--- src/rtl/mult_pkg.sv ---
// Shared types and sizing constants for the sequential shift-add multiplier.
package mult_pkg;

  typedef enum logic [1:0] {
    IDLE = 2'd0,
    CALC = 2'd1,
    DONE = 2'd2
  } state_t;

  localparam int W_DEFAULT     = 32;
  localparam int CNT_W_DEFAULT = 5;

  function automatic int prod_width(input int w);
    return 2 * w;
  endfunction

  localparam int PROD_W_DEFAULT = prod_width(W_DEFAULT);

endpackage

--- src/rtl/add_32b.sv ---
// W-bit ripple-carry adder with carry-in and carry-out.
module add_32b import mult_pkg::*; #(
  parameter int W = W_DEFAULT
) (
  input  logic [W-1:0] a,
  input  logic [W-1:0] b,
  input  logic         cin,
  output logic [W-1:0] sum,
  output logic         cout
);

  logic [W:0] carry_s;

  assign carry_s[0] = cin;

  for (genvar i = 0; i < W; i++) begin : g_bit
    assign sum[i]       = a[i] ^ b[i] ^ carry_s[i];
    assign carry_s[i+1] = (a[i] & b[i]) | (carry_s[i] & (a[i] ^ b[i]));
  end

  assign cout = carry_s[W];

endmodule

--- src/rtl/mult32_seq_ctrl.sv ---
// Sequential WxW shift-add multiplier, one product bit per cycle, start/busy/done handshake.
// Define SIGNED_MULT_EN to honour signed_op (sign-magnitude load, negate on completion).
module mult32_seq_ctrl import mult_pkg::*; #(
  parameter int W     = W_DEFAULT,
  parameter int CNT_W = CNT_W_DEFAULT
) (
  input  logic         clk,
  input  logic         reset,
  input  logic         start,
  input  logic         signed_op,
  input  logic [W-1:0] a,
  input  logic [W-1:0] b,
  output logic         busy,
  output logic         done,
  output logic [W-1:0] prod_hi,
  output logic [W-1:0] prod_lo
);

  localparam int               PW       = prod_width(W);
  localparam logic [CNT_W-1:0] CNT_LAST = CNT_W'(W - 1);
  localparam logic [CNT_W-1:0] CNT_ONE  = {{(CNT_W-1){1'b0}}, 1'b1};
  localparam logic [PW-1:0]    PROD_ONE = {{(PW-1){1'b0}}, 1'b1};

  state_t           state_r;
  logic [CNT_W-1:0] cnt_r;
  logic [W-1:0]     mcand_r;
  // The adder carry is folded straight into the shift, so the stored
  // accumulator never needs a separate carry bit between iterations.
  logic [PW-1:0]    acc_r;
  logic             neg_r;
  logic             busy_r;
  logic             done_r;
  logic [W-1:0]     prod_hi_r;
  logic [W-1:0]     prod_lo_r;

  logic [W-1:0]     addend_s;
  logic [W-1:0]     sum_s;
  logic             cout_s;
  logic [PW-1:0]    step_s;
  logic [PW-1:0]    final_s;
  logic [W-1:0]     a_load_s;
  logic [W-1:0]     b_load_s;
  logic             neg_load_s;

`ifdef SIGNED_MULT_EN
  // Operand conditioning: signed requests load magnitudes and remember the result sign.
  always_comb begin
    a_load_s   = a;
    b_load_s   = b;
    neg_load_s = 1'b0;
    if (signed_op) begin
      a_load_s   = a[W-1] ? (~a + {{(W-1){1'b0}}, 1'b1}) : a;
      b_load_s   = b[W-1] ? (~b + {{(W-1){1'b0}}, 1'b1}) : b;
      neg_load_s = a[W-1] ^ b[W-1];
    end else begin
      a_load_s   = a;
      b_load_s   = b;
      neg_load_s = 1'b0;
    end
  end
`else
  assign a_load_s   = a;
  assign b_load_s   = b;
  // Unsigned-only build: signed_op is accepted on the port but forced off.
  assign neg_load_s = signed_op & 1'b0;
`endif

  assign addend_s = acc_r[0] ? mcand_r : {W{1'b0}};

  add_32b #(.W(W)) u_add (
    .a    (acc_r[PW-1:W]),
    .b    (addend_s),
    .cin  (1'b0),
    .sum  (sum_s),
    .cout (cout_s)
  );

  assign step_s  = {cout_s, sum_s, acc_r[W-1:1]};
  assign final_s = neg_r ? (~step_s + PROD_ONE) : step_s;

  // Control FSM, iteration counter, shift register and registered outputs.
  always_ff @(posedge clk) begin
    if (reset) begin
      state_r   <= IDLE;
      cnt_r     <= {CNT_W{1'b0}};
      mcand_r   <= {W{1'b0}};
      acc_r     <= {PW{1'b0}};
      neg_r     <= 1'b0;
      busy_r    <= 1'b0;
      done_r    <= 1'b0;
      prod_hi_r <= {W{1'b0}};
      prod_lo_r <= {W{1'b0}};
    end else begin
      case (state_r)
        IDLE: begin
          done_r <= 1'b0;
          if (start) begin
            mcand_r <= a_load_s;
            acc_r   <= {{W{1'b0}}, b_load_s};
            neg_r   <= neg_load_s;
            cnt_r   <= {CNT_W{1'b0}};
            busy_r  <= 1'b1;
            state_r <= CALC;
          end else begin
            busy_r  <= 1'b0;
            state_r <= IDLE;
          end
        end
        CALC: begin
          acc_r <= step_s;
          cnt_r <= cnt_r + CNT_ONE;
          if (cnt_r == CNT_LAST) begin
            prod_hi_r <= final_s[PW-1:W];
            prod_lo_r <= final_s[W-1:0];
            busy_r    <= 1'b0;
            done_r    <= 1'b1;
            state_r   <= DONE;
          end else begin
            busy_r    <= 1'b1;
            done_r    <= 1'b0;
            state_r   <= CALC;
          end
        end
        DONE: begin
          busy_r  <= 1'b0;
          done_r  <= 1'b0;
          state_r <= IDLE;
        end
        default: begin
          busy_r  <= 1'b0;
          done_r  <= 1'b0;
          state_r <= IDLE;
        end
      endcase
    end
  end

  assign busy    = busy_r;
  assign done    = done_r;
  assign prod_hi = prod_hi_r;
  assign prod_lo = prod_lo_r;

endmodule

--- config.mk ---
export PLATFORM = sky130hd
export DESIGN_NAME = mult32_seq_ctrl
export DESIGN_NICKNAME = d
export VERILOG_FILES = /design/src/rtl/mult_pkg.sv /design/src/rtl/add_32b.sv /design/src/rtl/mult32_seq_ctrl.sv
export SDC_FILE = /design/constraint.sdc
export NUM_CORES = 1
export LEC_CHECK = 0
export BUFFER_PORTS_ARGS = -buffer_cell sky130_fd_sc_hd__buf_2
export CORE_ASPECT_RATIO = 1.5
export CORE_MARGIN = 3
export CORE_UTILIZATION = 55
export CTS_CLUSTER_SIZE = 40
export DETAILED_ROUTE_END_ITERATION = 12
export GPL_ROUTABILITY_DRIVEN = 0
export GPL_TIMING_DRIVEN = 0
export PLACE_DENSITY = 0.87
export SLEW_MARGIN = 20
export SYNTH_ARGS = -nofsm -noshare
export SYNTH_HDL_FRONTEND = slang
export SYNTH_SLANG_ARGS = --single-unit
--- constraint.sdc ---
create_clock -name clk -period 16.58 [get_ports clk]
set_input_delay 0.829 -clock clk [delete_from_list [all_inputs] [get_ports clk]]
set_output_delay 0.829 -clock clk [all_outputs]
set_load 0.01 [all_outputs]
==> reports/results.txt <==
Worst Hold Launch - mcand_r[25]$_SDFFE_PP0P_
Area Growth Syn to Fin - 21.03%
Core Area - 12,260 um2
Routed WL per cell - 16.44 um
Clock Latency Late Sink - 0.42 ns
Critical path peak fanout - 10
First-pass GRT wire length - 28,150 um
Share of cells above drive strength 1 - 0.2469
Required @ worst endpoint - 16.87 ns
Initial Util - 0.5726
Port Buf Inserts - 131
Max clock buf depth - 2
CP max stage cell - fa_1
Root Driver - clkbuf_16
Post-CTS Setup Bufs - 0
Cts bufs inserted - 17
Vias in the first global route - 5,832
Crit start category - flip-flop
I/O pin count - 134
GRT Util Overall - 0.2466
Overflow after GRT - 0
DR iter-0 viols - 283
Status - finished, final reports clean
Seq/Total Area, Yosys - 0.4791
Synth Instances - 737
Final Skew - 0.007285 ns
Filler cell count - 945
Min Tclk post-route - 14.53 ns
WP data arrival - 14.82 ns
Synthesized cell area - 7020 um2
Pin count of the biggest net entering global routing - 17
Post-CTS Resized - 0
Post-synth EDFFs - 0
Max Cap Viol - 0
Mean Syn Cell Area - 9.526 um2
# diodes - 0
Synth Register Bits - 168
Tcrit/Tclk final - 0.8764
Hold path depth - 2
Die W - 98.25 um
Post-place instance area - 7868 um2
Power per cell area - 109.0 nW/um2
Vias per cell - 5.449
Layout net count - 989
Setup TNS - 0 ns
Worst Hold End - mcand_r[25]$_SDFFE_PP0P_
FF-to-FF path depth - 37
Setup-failing EPs final - 0
Pre-antenna DRT Iters - 5
Worst setup EP type - flip-flop
Main synth FF type - dfxtp_1
Via count - 5,732
Library cells used by synthesis - 35
DP Wirelength - 12,080 um
Worst hold path type - reg2reg
Worst VDD drop - 0.00007358 V
H-tree Lvls - 4
Max_slew headroom - 0.6287
FFs w/ async S/R, synth - 0
Die area - 14,180 um2
Setup slack, reg-to-reg - 2.05 ns
Post-route cell area - 8497 um2
Reg-to-Reg Start - acc_r[0]$_SDFFE_PP0P_
Pleak - 3.388 nW
RSZ-0062 raised after global routing - no
Slew Limit Fails - 0
Die Ht - 144.4 um
Clk sinks - 168
Post-Route WL - 17,290 um
FMAX - 0.06882 GHz
Slowest cell delay on critical path - 0.51 ns
Rows - 49
DRC - 0
Most used cell along the critical path - fa_1
Endpoints failing hold - 0
CTS Hold Buffers Added - 0
TritonCTS clock tree - done
Multi-input gate area - 3248 um2
Mapped Nets - 839
Reg2reg end - acc_r[62]$_SDFFE_PP0P_
Antenna violations before repair - 0
Synth warn - 0
Worst-path clk slew - 0.06 ns
Register area - 3363 um2
Tightest Pin Transition - 0.5570 ns
Routed Antenna Nets - 0
WS Path Type - reg2reg
[final cells by class]
cell class | instances | share of cell area
flip-flops and latches | 168 | 0.3958
multi-input cells | 474 | 0.3823
repair buffers | 131 | 0.07716
clock buffers | 20 | 0.05375
plain buffers | 60 | 0.03269
well taps | 153 | 0.02253
clock inverters | 11 | 0.02032
inverters | 35 | 0.01546
[layer usage]
layer  track usage  wire length, um
met5             0                0
met4       0.08921              299
met3       0.05743             1008
met2        0.4487             8999
met1        0.2833             6986
[power by group]
group	internal, W	switching [W]	total (W)	leakage, nW
clock network	0.000259	0.000160	0.000419	0.294
logic	0.0000345	0.0000452	0.0000796	1.73
registers	0.000417	0.00000967	0.000427	1.37
total	0.000711	0.000215	0.000926	3.39
[worst max-delay path: cells and delay by family, from the launching register on]
kind,cells,cell delay [ns]
AOI/OAI and AO/OA,1,0.22
adders and majority gates,31,12.82
buffers and inverters,3,0.62
DFF,1,0.49
and+or+nand+nor,2,0.23
[kinds of logic (layout without fill, tap and decap cells)]
| logic type | after synthesis | in the layout | share of synthesized area |
|---|---|---|---|
| AOI/OAI and AO/OA | 170 | 170 | 0.1777 |
| adders and majority gates | 34 | 34 | 0.09375 |
| buffers and inverters | 95 | 257 | 0.05828 |
| DFF | 168 | 168 | 0.4791 |
| muxes | 1 | 1 | 0.001426 |
| and+or+nand+nor | 269 | 269 | 0.1898 |
[flip-flops by register name (all words and copies together) (netlist names)]
signal / count
acc_r: 64
mcand_r: 32
prod_hi: 32
prod_lo: 32
cnt_r: 5
state_r: 2
done: 1
[cells in the mapped netlist (all sizes together), types with 2 or more instances]
cell type,number,area share
or2b,3,0.0032
fa,31,0.088
nand2,94,0.050
o2bb2ai,31,0.039
a22o,33,0.041
nor3,33,0.024
a22oi,3,0.0032
nor2,68,0.036
inv,35,0.019
and2,2,0.0018
ha,3,0.0053
nand2b,30,0.027
clkbuf,21,0.011
dfxtp,168,0.48
a2bb2oi,31,0.039
a21oi,67,0.049
or3b,33,0.041
buf,39,0.028
[per-stage QoR]
step	std cells	hold slack, ns	power, W	setup slack [ns]	util
after CTS	1052	0.4542	0.0009302	2.072	0.6930
final	1052	0.4504	0.0009259	2.050	0.6930
after floorplan	737	0.4317	0.0004884	3.236	-
after global routing	1052	0.4705	0.0009572	1.647	0.6930
after global placement	1021	0.4380	0.0005123	2.450	0.6416
after detailed placement	1021	0.4431	0.0005146	2.270	0.6416
[worst max-delay path by stage]
stage / end / cells past startpoint / from / slack (ns)
finish: acc_r[62]$_SDFFE_PP0P_ / 37 / acc_r[0]$_SDFFE_PP0P_ / 2.05
global route: acc_r[62]$_SDFFE_PP0P_ / 37 / acc_r[0]$_SDFFE_PP0P_ / 1.65
CTS: acc_r[62]$_SDFFE_PP0P_ / 37 / acc_r[0]$_SDFFE_PP0P_ / 2.07
detailed placement: acc_r[62]$_SDFFE_PP0P_ / 37 / acc_r[0]$_SDFFE_PP0P_ / 2.27
global placement: acc_r[62]$_SDFFE_PP0P_ / 37 / acc_r[0]$_SDFFE_PP0P_ / 2.45
floorplan: acc_r[62]$_SDFFE_PP0P_ / 37 / acc_r[0]$_SDFFE_PP0P_ / 3.24
[cell usage in the layout, fill, tap and decap left out, drive strengths merged]
| master | Yosys | final |
|---|---|---|
| or2b | 3 | 3 |
| clkinv | 0 | 3 |
| nor2 | 68 | 68 |
| o211a | 1 | 1 |
| o211ai | 1 | 1 |
| or3b | 33 | 33 |
| fa | 31 | 31 |
| o2bb2ai | 31 | 31 |
| clkinvlp | 0 | 4 |
| dfxtp | 168 | 168 |
| mux2i | 1 | 1 |
| nor3b | 1 | 1 |
| bufinv | 0 | 4 |
| and2 | 2 | 2 |
| nand2b | 30 | 30 |
| o21bai | 1 | 1 |
| buf | 39 | 170 |
| ha | 3 | 3 |
| inv | 35 | 35 |
| a21oi | 67 | 67 |
| o21a | 1 | 1 |
| nor3 | 33 | 33 |
| clkbuf | 21 | 41 |
| or3 | 1 | 1 |
| a2bb2oi | 31 | 31 |
| a22oi | 3 | 3 |
| nand2 | 94 | 94 |
| nand3 | 1 | 1 |
| and3 | 1 | 1 |
| nor2b | 1 | 1 |
| nand3b | 1 | 1 |
| a22o | 33 | 33 |
| o21ba | 1 | 1 |
(Power assumes the default switching activity.)
